**config.mk**
```make
export PLATFORM = sky130hd
export DESIGN_NAME = hpdmc_ddr_wrburst
export DESIGN_NICKNAME = d
export VERILOG_FILES = /design/src/rtl/hpdmc_ddr_wrburst.sv
export SDC_FILE = /design/constraint.sdc
export NUM_CORES = 1
export LEC_CHECK = 0
export CAP_MARGIN = 25
export CORE_AREA = 2 2 76 78
export CTS_BUF_LIST = sky130_fd_sc_hd__clkbuf_8 sky130_fd_sc_hd__clkbuf_16
export DETAILED_ROUTE_END_ITERATION = 10
export DIE_AREA = 0 0 78 80
export GPL_TIMING_DRIVEN = 0
export PLACE_DENSITY_LB_ADDON = 0.15
export SYNTH_ARGS = -nofsm -noshare
export SYNTH_HDL_FRONTEND = slang
export SYNTH_SLANG_ARGS = --single-unit
```
**constraint.sdc**
```tcl
create_clock -name sys_clk -period 1.3 [get_ports sys_clk]
set_input_delay 0.26 -clock sys_clk [delete_from_list [all_inputs] [get_ports sys_clk]]
set_output_delay 0.26 -clock sys_clk [all_outputs]
set_load 0.01 [all_outputs]
```
**src/rtl/hpdmc_ddr_wrburst.sv**
```systemverilog
// hpdmc_ddr_wrburst: write-burst sequencer driving DQ/DM/DQS ODDR2 inputs with preamble, data and postamble.
// Registered ODDR inputs are computed from the next state so they line up with the state they describe.
module hpdmc_ddr_wrburst #(
    parameter int DQ_WIDTH   = 16,
    parameter int BURST_LEN  = 4,
    parameter int WR_LATENCY = 1
) (
    input  logic                    sys_clk,
    input  logic                    sys_rst_n,
    input  logic                    wr_start,
    input  logic [2*DQ_WIDTH-1:0]   wr_data,
    input  logic [DQ_WIDTH/4-1:0]   wr_mask,
    input  logic                    wr_data_valid,
    output logic                    wr_data_ready,
    output logic [DQ_WIDTH-1:0]     dq_d0,
    output logic [DQ_WIDTH-1:0]     dq_d1,
    output logic [DQ_WIDTH/8-1:0]   dm_d0,
    output logic [DQ_WIDTH/8-1:0]   dm_d1,
    output logic                    dqs_d0,
    output logic                    dqs_d1,
    output logic                    dq_oe,
    output logic                    dqs_oe,
    output logic                    busy,
    output logic                    underrun,
    output logic                    cmd_err
);
    localparam int NB = DQ_WIDTH / 8;
    localparam logic [2:0] WL_LAST = 3'(WR_LATENCY - 1);
    localparam logic [2:0] BL_LAST = 3'(BURST_LEN / 2 - 1);

    typedef enum logic [2:0] {IDLE, WAIT, PRE, DATA, POST} state_t;

    state_t state_q, state_d;
    logic [2:0] wait_q, wait_d, beat_q, beat_d;
    logic [DQ_WIDTH-1:0] dq0_q, dq0_d, dq1_q, dq1_d;
    logic [NB-1:0] dm0_q, dm0_d, dm1_q, dm1_d;
    logic dqs_oe_q, dqs_oe_d, dq_oe_q, dq_oe_d, dqs0_q, dqs0_d;
    logic underrun_q, underrun_d, cmd_err_q, cmd_err_d;

    assign busy          = state_q != IDLE;
    assign wr_data_ready = (state_q == PRE) || (state_q == DATA && beat_q != BL_LAST);

    always_comb begin
        state_d = state_q;
        wait_d  = wait_q;
        beat_d  = beat_q;
        case (state_q)
            IDLE: if (wr_start) begin
                state_d = (WR_LATENCY != 0) ? WAIT : PRE;
                wait_d  = 3'd0;
            end
            WAIT: begin
                state_d = (wait_q == WL_LAST) ? PRE : WAIT;
                wait_d  = (wait_q == WL_LAST) ? 3'd0 : wait_q + 3'd1;
            end
            PRE:  state_d = DATA;
            DATA: begin
                state_d = (beat_q == BL_LAST) ? POST : DATA;
                beat_d  = (beat_q == BL_LAST) ? 3'd0 : beat_q + 3'd1;
            end
            default: state_d = IDLE;
        endcase
    end

    // Ready implies the next state is DATA; POST holds the last beat on the pads.
    always_comb begin
        dq0_d      = wr_data_ready ? (wr_data_valid ? wr_data[DQ_WIDTH-1:0] : '0)
                                   : (state_d == POST ? dq0_q : '0);
        dq1_d      = wr_data_ready ? (wr_data_valid ? wr_data[2*DQ_WIDTH-1:DQ_WIDTH] : '0)
                                   : (state_d == POST ? dq1_q : '0);
        dm0_d      = wr_data_ready ? (wr_data_valid ? wr_mask[NB-1:0] : '1)
                                   : (state_d == POST ? dm0_q : '0);
        dm1_d      = wr_data_ready ? (wr_data_valid ? wr_mask[2*NB-1:NB] : '1)
                                   : (state_d == POST ? dm1_q : '0);
        dqs_oe_d   = state_d == PRE || state_d == DATA || state_d == POST;
        dq_oe_d    = state_d == DATA || state_d == POST;
        dqs0_d     = state_d == DATA;
        underrun_d = underrun_q || (wr_data_ready && !wr_data_valid);
        cmd_err_d  = cmd_err_q || (wr_start && busy);
    end

    always_ff @(posedge sys_clk or negedge sys_rst_n) begin
        if (!sys_rst_n) begin
            state_q    <= IDLE;
            wait_q     <= '0;
            beat_q     <= '0;
            dq0_q      <= '0;
            dq1_q      <= '0;
            dm0_q      <= '0;
            dm1_q      <= '0;
            dqs_oe_q   <= 1'b0;
            dq_oe_q    <= 1'b0;
            dqs0_q     <= 1'b0;
            underrun_q <= 1'b0;
            cmd_err_q  <= 1'b0;
        end else begin
            state_q    <= state_d;
            wait_q     <= wait_d;
            beat_q     <= beat_d;
            dq0_q      <= dq0_d;
            dq1_q      <= dq1_d;
            dm0_q      <= dm0_d;
            dm1_q      <= dm1_d;
            dqs_oe_q   <= dqs_oe_d;
            dq_oe_q    <= dq_oe_d;
            dqs0_q     <= dqs0_d;
            underrun_q <= underrun_d;
            cmd_err_q  <= cmd_err_d;
        end
    end

    assign dq_d0    = dq0_q;
    assign dq_d1    = dq1_q;
    assign dm_d0    = dm0_q;
    assign dm_d1    = dm1_q;
    assign dqs_d0   = dqs0_q;
    assign dqs_d1   = 1'b0;
    assign dqs_oe   = dqs_oe_q;
    assign dq_oe    = dq_oe_q;
    assign underrun = underrun_q;
    assign cmd_err  = cmd_err_q;
endmodule

```
==> results of run 1 <==
-- path summary, 6_finish.rpt --
kind | slack [ns] | cells after the start | end
worst max-delay path | -0.24 | 2 | busy
worst min-delay path | 0.47 | 2 | underrun
worst max register to register | -0.23 | 6 | dq_d0[7]
worst min register to register | 0.47 | 2 | underrun
max in group asynchronous | 0.27 | 3 | state_q[0]
min in group asynchronous | 0.48 | 2 | dq_d0[1]
-- cell families (layout without fill, tap and decap cells) --
group | Yosys count | count (layout)
other | 1 | 1
and+or+nand+nor | 24 | 24
adders and majority gates | 2 | 2
xor gates and xnor gates | 2 | 2
buffers and inverters | 14 | 136
DFF | 50 | 50
AOI/OAI and AO/OA | 47 | 47
-- area by class of cell --
type                            instances  area, µm²  share of cell area, %
Buffer                                  6       78.8                   2.17
Clock buffer                            6       82.6                   2.27
Clock inverter                          2       60.1                   1.65
Inverter                                6       22.5                  0.620
Multi-Input combinational cell         76        890                   24.5
Sequential cell                        50       1260                   34.6
Tap cell                               72       90.1                   2.48
Timing Repair Buffer                  116       1150                   31.7
-- stage by stage --
step / utilization [%] / instances
floorplan: - / 140
detailed placement: 54.2 / 295
CTS: 64.9 / 328
global route: 67.2 / 334
global placement: 53.9 / 294
finish: 67.2 / 334
-- power breakdown --
group	total (µW)	internal, µW	switching, µW
Clock	1330	820	512
Combinational	3370	1950	1420
Sequential	2230	1960	267
Total	6930	4740	2200
-- metal layers --
metal,global-route usage (%),vias up
li1,-,749
met3,4.64,7
met2,30.8,45
met1,22.7,799
met5,0,-
met4,5.79,0
-- repair_timing --
item | 4_1_cts | 5_1_grt
cloned | 5 | 1
setup buffers | 19 | 8
endpoints found under the hold margin | 24 | 0
endpoints found under the setup margin | 84 | 50
pin swaps | 7 | 13
resized for setup | 102 | 19
hold buffers | 1 | 0
-- worst max-delay path: stages (launching register included) --
cell,delay (ns)
dfrtp_2,0.46
or3_4,0.39
buf_6,0.13
-- flip-flops by register name (all words and copies together), names as in the netlist --
name      flops
dq_d1        16
dqs_d0        1
cmd_err       1
dm_d0         2
beat_q        3
underrun      1
state_q       3
dq_oe         1
dm_d1         2
dqs_oe        1
wait_q        3
dq_d0        16
-- synthesized netlist by cell type, types with 2 or more instances --
master,n,area [µm²]
dfrtp_1,50,1250
buf_6,3,33.8
o21ai_0,2,10.0
a22o_2,27,270
nand2b_1,5,31.3
o22ai_1,2,12.5
buf_4,4,30.0
a21o_1,3,22.5
nand2_1,3,11.3
inv_1,6,22.5
ha_1,2,25.0
nor2_1,6,22.5
a22o_1,10,87.6
==> results_dict.tcl, run 1 <==
set metrics [dict create \
    portBuffers 82 \
    path_clk_slew_ns 0.09 \
    drc 0 \
    clock_sinks 50 \
    hold_violations 0 \
    gp_congestion 0.714 \
    setup_viol 40 \
    async_flop_share_pct 100 \
    synth_ff_type "dfrtp_1" \
    fp.dieW_um 78 \
    synth-seq-cells 50 \
    gr-usage-all-layers_pct 18.1 \
    antenna_found_initial 0 \
    peakVddDrop_mv 1.01 \
    grt_pass1_vias 1695 \
    avgRoutedWirePerCell_um 16.1 \
    n_fill_cell 431 \
    synthAdderAreaFrac_pct 1.25 \
    clkLatencyLatePin_ns 0.30 \
    cp.arrival_ns 1.28 \
    fmax_ghz 0.650 \
    fin_tns_setup_ns -7.05 \
    start_util_pct 36.9 \
    startpoint_type "flip-flop" \
    ctsHtreeMaxLevel 2 \
    max_cap_violations 0 \
    worst_r2r_startpoint "beat_q[1]" \
    timing.final.crit_share_pct 118 \
    finClkSkew_ns 0.00989 \
    synth_compound_area_share_pct 21.3 \
    grt_pass1_wl_um 8620 \
    dr_wl_met2_um 2810 \
    tightest_slew_ns 0.589 \
    fin_crit_ns 1.54 \
    hp-class "flip-flop to flip-flop" \
    yosysUniqueCellTypes 30 \
    ios 84 \
    critPathKind "flip-flop to primary output" \
    std_cell_rows 27 \
    synth-simple-area-share_pct 9.15 \
    syn_inst 140 \
    crit_fanout 5 \
    clockBufferDepth 2 \
    crit_required_ns 1.04 \
    synth_xor_area_share_pct 0.877 \
    dieArea_um2 6240 \
    final_cell_mix "dfrtp_1 (45), clkdlybuf4s50_1 (38), dlygate4sd2_1 (38), a22o_4 (23), buf_4 (18)" \
    rsz0062_at_grt "true" \
    post_dp_cell_area_um2 2930 \
    highest_layer "met4" \
    p_leak_uw 0.00188 \
    synth_top_family_by_area "compound AO/OA/AOI/OAI gates" \
    status "complete, but fails checks" \
    total_power_uw 6930 \
    powerDensity_nw_per_um2 1910 \
    cp-end-kind "primary output" \
    synth_warnings 0 \
    syn_nets 182 \
    final_max_slew_viol_count 0 \
    ant_nets 0 \
    layout_commonest_cell "dfrtp_1" \
    drive_above_1_share_pct 37.0 \
    cts_root_buf "clkbuf_8" \
    timing.hold.ws_ns 0.474 \
    cts-buffers-inserted 5 \
    finalWorstSetupSlack_ns -0.237 \
    wl_um 5390 \
    synth_seq_area_share_pct 62.7 \
    core_area_um2 5410 \
    die_h_um 80 \
    hold_path.startpoint "underrun" \
    dp_hpwl_um 3260 \
    wl_met3_um 237 \
    cts_tree "built" \
    grt-ovfl-total 0 \
    layout.nets 303 \
    fin_area_um2 3630 \
    antenna_cells 0 \
    wl_met1_um 2270 \
    violations "setup timing" \
    via_count 1600 \
    grt_max_degree 27 \
    place_ws_ns -0.737 \
    syn_area_um2 2000 \
    drtIter0Drc 44 \
    drt-pass1-iter-count 4 \
    synth_area_per_cell_um2 14.3 \
    synth_mux_area_share_pct 0 \
    synth_edf_count 0 \
    max-slew-margin-rel_pct 60.8 \
    viasPerCell 4.79 \
    crit_start "state_q[0]" \
    area_delta_synth_final_pct 82.0 \
]
No activity file was read; power rests on OpenSTA's default activity.
==> run 2: changes to the inputs <==
- CORE_AREA: 2 2 76 78 -> 4 4 77 79
- CTS_BUF_LIST: sky130_fd_sc_hd__clkbuf_8 sky130_fd_sc_hd__clkbuf_16 -> sky130_fd_sc_hd__clkbuf_4
- DIE_AREA: 0 0 78 80 -> 0 0 81 83
==> results_dict.tcl, run 2 (synthesized netlist as in run 1, its figures left out) <==
set metrics [dict create \
    rrSetupSlack_ns -0.21 \
    startpoint_type "flip-flop" \
    finalWorstSetupSlack_ns -0.338 \
    crit_required_ns 1.04 \
    antenna_found_initial 0 \
    powerDensity_nw_per_um2 1870 \
    n_fill_cell 455 \
    crit_family "flip-flops" \
    core_area_um2 5340 \
    fp.dieW_um 81 \
    drive_above_1_share_pct 53.8 \
    clkLatencyLatePin_ns 0.36 \
    die_h_um 83 \
    crit_buf_inv 1 \
    r2r_end "dq_d1[14]" \
    gr-usage-all-layers_pct 15.2 \
    std_cell_rows 27 \
    post_dp_cell_area_um2 2930 \
    via_count 1633 \
    layout_commonest_cell "dfrtp_1" \
    instances_no_fill 349 \
    final_max_slew_viol_count 0 \
    violations "setup timing" \
    grt_use_met2_pct 21.7 \
    p_leak_uw 0.00175 \
    met3_usage_pct 5.97 \
    fin_tns_setup_ns -6.91 \
    layout.nets 318 \
    status "complete, but fails checks" \
    path_cells "or3_4 -> buf_6" \
    cp-end-kind "primary output" \
    drc 0 \
    timing.hold.ws_ns 0.350 \
    antenna_cells 0 \
    finClkSkew_ns 0.0106 \
    drt-pass1-iter-count 4 \
    clock_sinks 50 \
    portBuffers 82 \
    crit_fanout 6 \
    grt_pass1_wl_um 7930 \
    clockBufferDepth 2 \
    critical-path-slowest-cell "dfrtp_2" \
    fmax_ghz 0.611 \
    gp_congestion 0.672 \
    ant_nets 0 \
    wl_um 5250 \
    timing.final.crit_share_pct 126 \
    path_clk_slew_ns 0.16 \
    final_cell_mix "dfrtp_1 (46), clkdlybuf4s50_1 (38), buf_4 (37), clkbuf_2 (20)" \
    met1_usage_pct 20.4 \
    reg2reg_depth 6 \
    ios 84 \
    slowest_delay_ns 0.48 \
    cts_root_buf "clkbuf_4" \
    viasPerCell 4.68 \
    busiest_layer "met2" \
    cts-buffers-inserted 5 \
    grt_pass1_vias 1664 \
    cts_tree "built" \
    critPathKind "flip-flop to primary output" \
    grt_max_degree 34 \
    dieArea_um2 6720 \
    ctsHtreeMaxLevel 2 \
    area_delta_synth_final_pct 70.1 \
    fin_crit_ns 1.64 \
    grt-ovfl-total 0 \
    dpl.cell_count 295 \
    worst_r2r_startpoint "state_q[0]" \
    fin_area_um2 3400 \
    hold_violations 0 \
    setup_viol 39 \
    dp_hpwl_um 3260 \
    drtIter0Drc 43 \
    avgRoutedWirePerCell_um 15.0 \
    rsz0062_at_grt "true" \
    start_util_pct 37.4 \
    max_cap_violations 0 \
    cp.arrival_ns 1.38 \
    peakVddDrop_mv 0.751 \
    hp-class "primary input to asynchronous set/reset pin" \
]
==> run 2: cell types whose count changed in the layout (fill, tap and decap cells not counted), moves of 3 or more <==
cell	previous run	this run
dlygate4sd2_1	38	0
clkbuf_4	0	5
clkbuf_2	0	20
a22o_2	4	19
buf_4	18	37
buf_16	3	0
buf_2	2	19
a22o_4	23	8
clkbuf_8	6	0
==> run 2: layout make-up <==
| class | count | area [µm²] | area share [%] |
|---|---|---|---|
| clock buffers | 5 | 37.5 | 1.10 |
| well taps | 72 | 90.1 | 2.65 |
| repair buffers | 130 | 1090 | 32.0 |
| inverters | 6 | 22.5 | 0.663 |
| flip-flops and latches | 50 | 1260 | 37.0 |
| multi-input cells | 76 | 774 | 22.8 |
| clock inverters | 3 | 47.5 | 1.40 |
| plain buffers | 7 | 82.6 | 2.43 |
==> run 2: per-layer routing <==
| metal | share of wire [%] | up-vias | wire, µm |
|---|---|---|---|
| met5 | 0 | - | 0 |
| met4 | 1.4 | 0 | 75 |
| met3 | 8.8 | 7 | 463 |
| met2 | 47 | 52 | 2450 |
| met1 | 43 | 787 | 2260 |
| li1 | - | 787 | - |
==> run 2: report_power, final <==
group          total (µW)  internal (µW)  switching (µW)
clock network         954            420             534
registers            2220           1960             265
logic                3170           1850            1330
total                6350           4230            2130
==> run 2: repair_timing <==
action | in CTS | in global routing
hold endpoints to repair | 17 | 0
pin swaps | 8 | 6
gates cloned | 1 | 4
setup endpoints to repair | 85 | 80
setup buffers | 21 | 21
hold buffers | 1 | 0
gates resized for setup | 128 | 62
==> run 2: how the worst max path moves through the flow <==
| stage | to | start | slack, ns | cells past startpoint |
|---|---|---|---|---|
| after CTS | busy | state_q[0] | -0.36 | 3 |
| final | busy | state_q[1] | -0.34 | 2 |
| after floorplan | dq_d0[0] | state_q[0] | -0.03 | 5 |
| after global placement | dq_d1[0] | sys_rst_n | -1.53 | 1 |
| after detailed placement | wr_data_ready | state_q[2] | -0.77 | 3 |
| after global routing | busy | state_q[1] | -0.39 | 2 |
==> run 2: stage by stage <==
step           total power, µW  utilization [%]  setup WS [ns]
2_1_floorplan             3400                -        -0.0264
3_3_place_gp              4560             54.6          -1.53
3_5_place_dp              4580             54.9         -0.766
4_1_cts                   5810             60.6         -0.365
5_1_grt                   6730             63.6         -0.393
6_report                  6350             63.6         -0.338
==> run 3: changes to the inputs <==
- ABC_AREA: default -> 1
- CORE_AREA: 4 4 77 79 -> 4 4 82 84
- DIE_AREA: 0 0 81 83 -> 0 0 86 88
==> results_dict.tcl, run 3 <==
set metrics [dict create \
    status "complete, but fails checks" \
    violations "setup timing" \
    area_delta_synth_final_pct 56.0 \
    avgRoutedWirePerCell_um 13.5 \
    grt_pass1_vias 2194 \
    portBuffers 81 \
    layout.nets 456 \
    ctsHtreeMaxLevel 2 \
    drt-pass1-iter-count 4 \
    via_count 2327 \
    synth_common_cells "nand2_1 (95), dfrtp_1 (50), nand3_1 (48)" \
    powerDensity_nw_per_um2 1810 \
    ios 84 \
    hp-class "primary input to flip-flop" \
    antenna_found_initial 0 \
    layout_commonest_cell "nand2_1" \
    power.clock.fraction_pct 10.3 \
    grt_pass1_wl_um 10400 \
    clockBufferDepth 2 \
    timing.final.crit_share_pct 122 \
    viasPerCell 4.75 \
    p_switching_uw 2740 \
    tightest_slew_ns 0.562 \
    async_flop_share_pct 100 \
    place_ws_ns -0.767 \
    syn_nets 327 \
    cp.arrival_ns 1.33 \
    grt_max_degree 28 \
    clkLatencyLatePin_ns 0.36 \
    ys_top_cells_by_area "dfrtp_1 (51%), nand2_1 (15%), nand3b_1 (11%)" \
    fp.dieW_um 86 \
    yosysTopAreaCell "dfrtp_1" \
    reg2reg_depth 7 \
    grt-ovfl-total 0 \
    gp_congestion 0.781 \
    dieArea_um2 7570 \
    critPathKind "flip-flop to primary output" \
    cts_tree "built" \
    syn_area_um2 2430 \
    peakVddDrop_mv 0.938 \
    final_cell_mix "nand2_1 (92), dfrtp_1 (46), nand3_1 (39), clkdlybuf4s50_1 (37), nand3b_1 (35)" \
    dp_hpwl_um 4350 \
    fmax_ghz 0.630 \
    cp-end-kind "primary output" \
    finClkSkew_ns 0.0114 \
    fin_crit_ns 1.59 \
    worst_r2r_startpoint "beat_q[1]" \
    core_area_um2 5920 \
    drc 0 \
    synth_top_area_share_pct 51.5 \
    drtIter0Drc 115 \
    fin_area_um2 3790 \
    setup_viol 38 \
    n_fill_cell 493 \
    path_clk_slew_ns 0.15 \
    syn_inst 285 \
    path_cells "nor2_4 -> nand2_2 -> buf_6 -> nand2_4 -> inv_2 -> buf_6" \
    synth_warnings 0 \
    max-slew-margin-rel_pct 62.5 \
    max_cap_violations 0 \
    cts-buffers-inserted 5 \
    yosysUniqueCellTypes 20 \
    synth-seq-cells 50 \
    antenna_cells 0 \
    rsz0062_at_grt "true" \
    p_sw_share_pct 39.9 \
    ant_nets 0 \
    crit_required_ns 1.04 \
    crit_fanout 2 \
    startpoint_type "flip-flop" \
    synth_seq_area_share_pct 51.5 \
    cts_root_buf "clkbuf_4" \
    internal_power_uw 4130 \
    start_util_pct 41.1 \
    finalWorstSetupSlack_ns -0.287 \
    worstSetupEndpoint "wr_data_ready" \
    clock_sinks 50 \
    crit_start "beat_q[1]" \
    power_frac_comb_pct 58.2 \
    wl_um 6600 \
    fin_tns_setup_ns -3.62 \
    cpMostUsedCell "buf_6" \
    die_h_um 88 \
    synth_most_common_cell "nand2_1" \
    gr-usage-all-layers_pct 17.2 \
    post_dp_cell_area_um2 3350 \
    seqPwrFrac_pct 31.5 \
    std_cell_rows 28 \
    hold_violations 0 \
    drive_above_1_share_pct 29.4 \
    synth_ff_type "dfrtp_1" \
    slowest_delay_ns 0.46 \
    rrSetupSlack_ns -0.10 \
    final_max_slew_viol_count 0 \
    synth_area_per_cell_um2 8.53 \
    r2r_end "dq_d0[11]" \
    critical-path-slowest-cell "dfrtp_2" \
    synth_edf_count 0 \
    p_leak_uw 0.00202 \
]
## run 3: repair_timing
action                                 4_1_cts  5_1_grt
endpoints found under the hold margin       23        0
resized for setup                          113       66
setup endpoints to repair                   77       80
hold buffers                                 1        0
setup buffers                               20       15
pin swaps                                    5       10
cloned                                       0        5
## run 3: worst max-delay path: cells and delay by family, from the launching register on
kind,cells,cell delay [ns]
flops,1,0.46
buf+inv,3,0.27
simple gates,3,0.25
## run 3: worst min-delay path by stage
stage	cells after the start	startpoint	slack, ns	endpoint
4_1_cts	4	wr_data_valid	0.29	dq_d0[9]
5_1_grt	4	wr_data_valid	0.29	dq_d0[3]
3_3_place_gp	2	cmd_err	0.44	cmd_err
6_report	4	wr_data_valid	0.29	dq_d0[4]
2_1_floorplan	0	sys_rst_n	-0.04	beat_q[0]
3_5_place_dp	1	sys_rst_n	0.28	dq_d0[6]
## run 3: layout make-up
| type | instances | area (µm²) | area share, % |
|---|---|---|---|
| Buffer | 19 | 181 | 4.78 |
| Clock buffer | 6 | 45.0 | 1.19 |
| Clock inverter | 2 | 8.76 | 0.231 |
| Inverter | 19 | 71.3 | 1.88 |
| Multi-Input combinational cell | 196 | 1070 | 28.1 |
| Sequential cell | 50 | 1260 | 33.1 |
| Tap cell | 75 | 93.8 | 2.47 |
| Timing Repair Buffer | 123 | 1070 | 28.2 |
## run 3: power groups by stage
| stage | clock network (µW) | registers (µW) | logic (µW) |
|---|---|---|---|
| after CTS | 729 | 2150 | 3330 |
| after detailed placement | 0 | 2230 | 2960 |
| final | 707 | 2160 | 4000 |
| after global placement | 0 | 2230 | 2930 |
| after global routing | 789 | 2210 | 4350 |
| after floorplan | 0 | 2370 | 1440 |
## run 3: kinds of logic after synthesis
logic type / Yosys count / synth area share, %
AOI/OAI and AO/OA: 3 / 0.617
xor gates and xnor gates: 1 / 0.360
adders and majority gates: 2 / 1.03
buffers and inverters: 39 / 8.49
DFF: 50 / 51.5
other: 1 / 0.154
and+or+nand+nor: 189 / 37.9
## run 3: through the flow
| stage | hold slack [ns] | util, % | power [µW] | cells |
|---|---|---|---|---|
| 2_1_floorplan | -0.0356 | - | 3810 | 285 |
| 3_3_place_gp | 0.444 | 56.3 | 5160 | 441 |
| 3_5_place_dp | 0.283 | 56.6 | 5180 | 442 |
| 4_1_cts | 0.286 | 61.1 | 6210 | 470 |
| 5_1_grt | 0.291 | 64.1 | 7350 | 490 |
| 6_report | 0.293 | 64.1 | 6870 | 490 |
## run 3: metal layers
metal  track usage, %  vias to the layer above  wire length, µm
li1                 -                     1174                -
met1             22.6                     1083             2860
met2             28.0                       62             3200
met3             5.08                        8              458
met4             4.17                        0               78
met5                0                        -                0
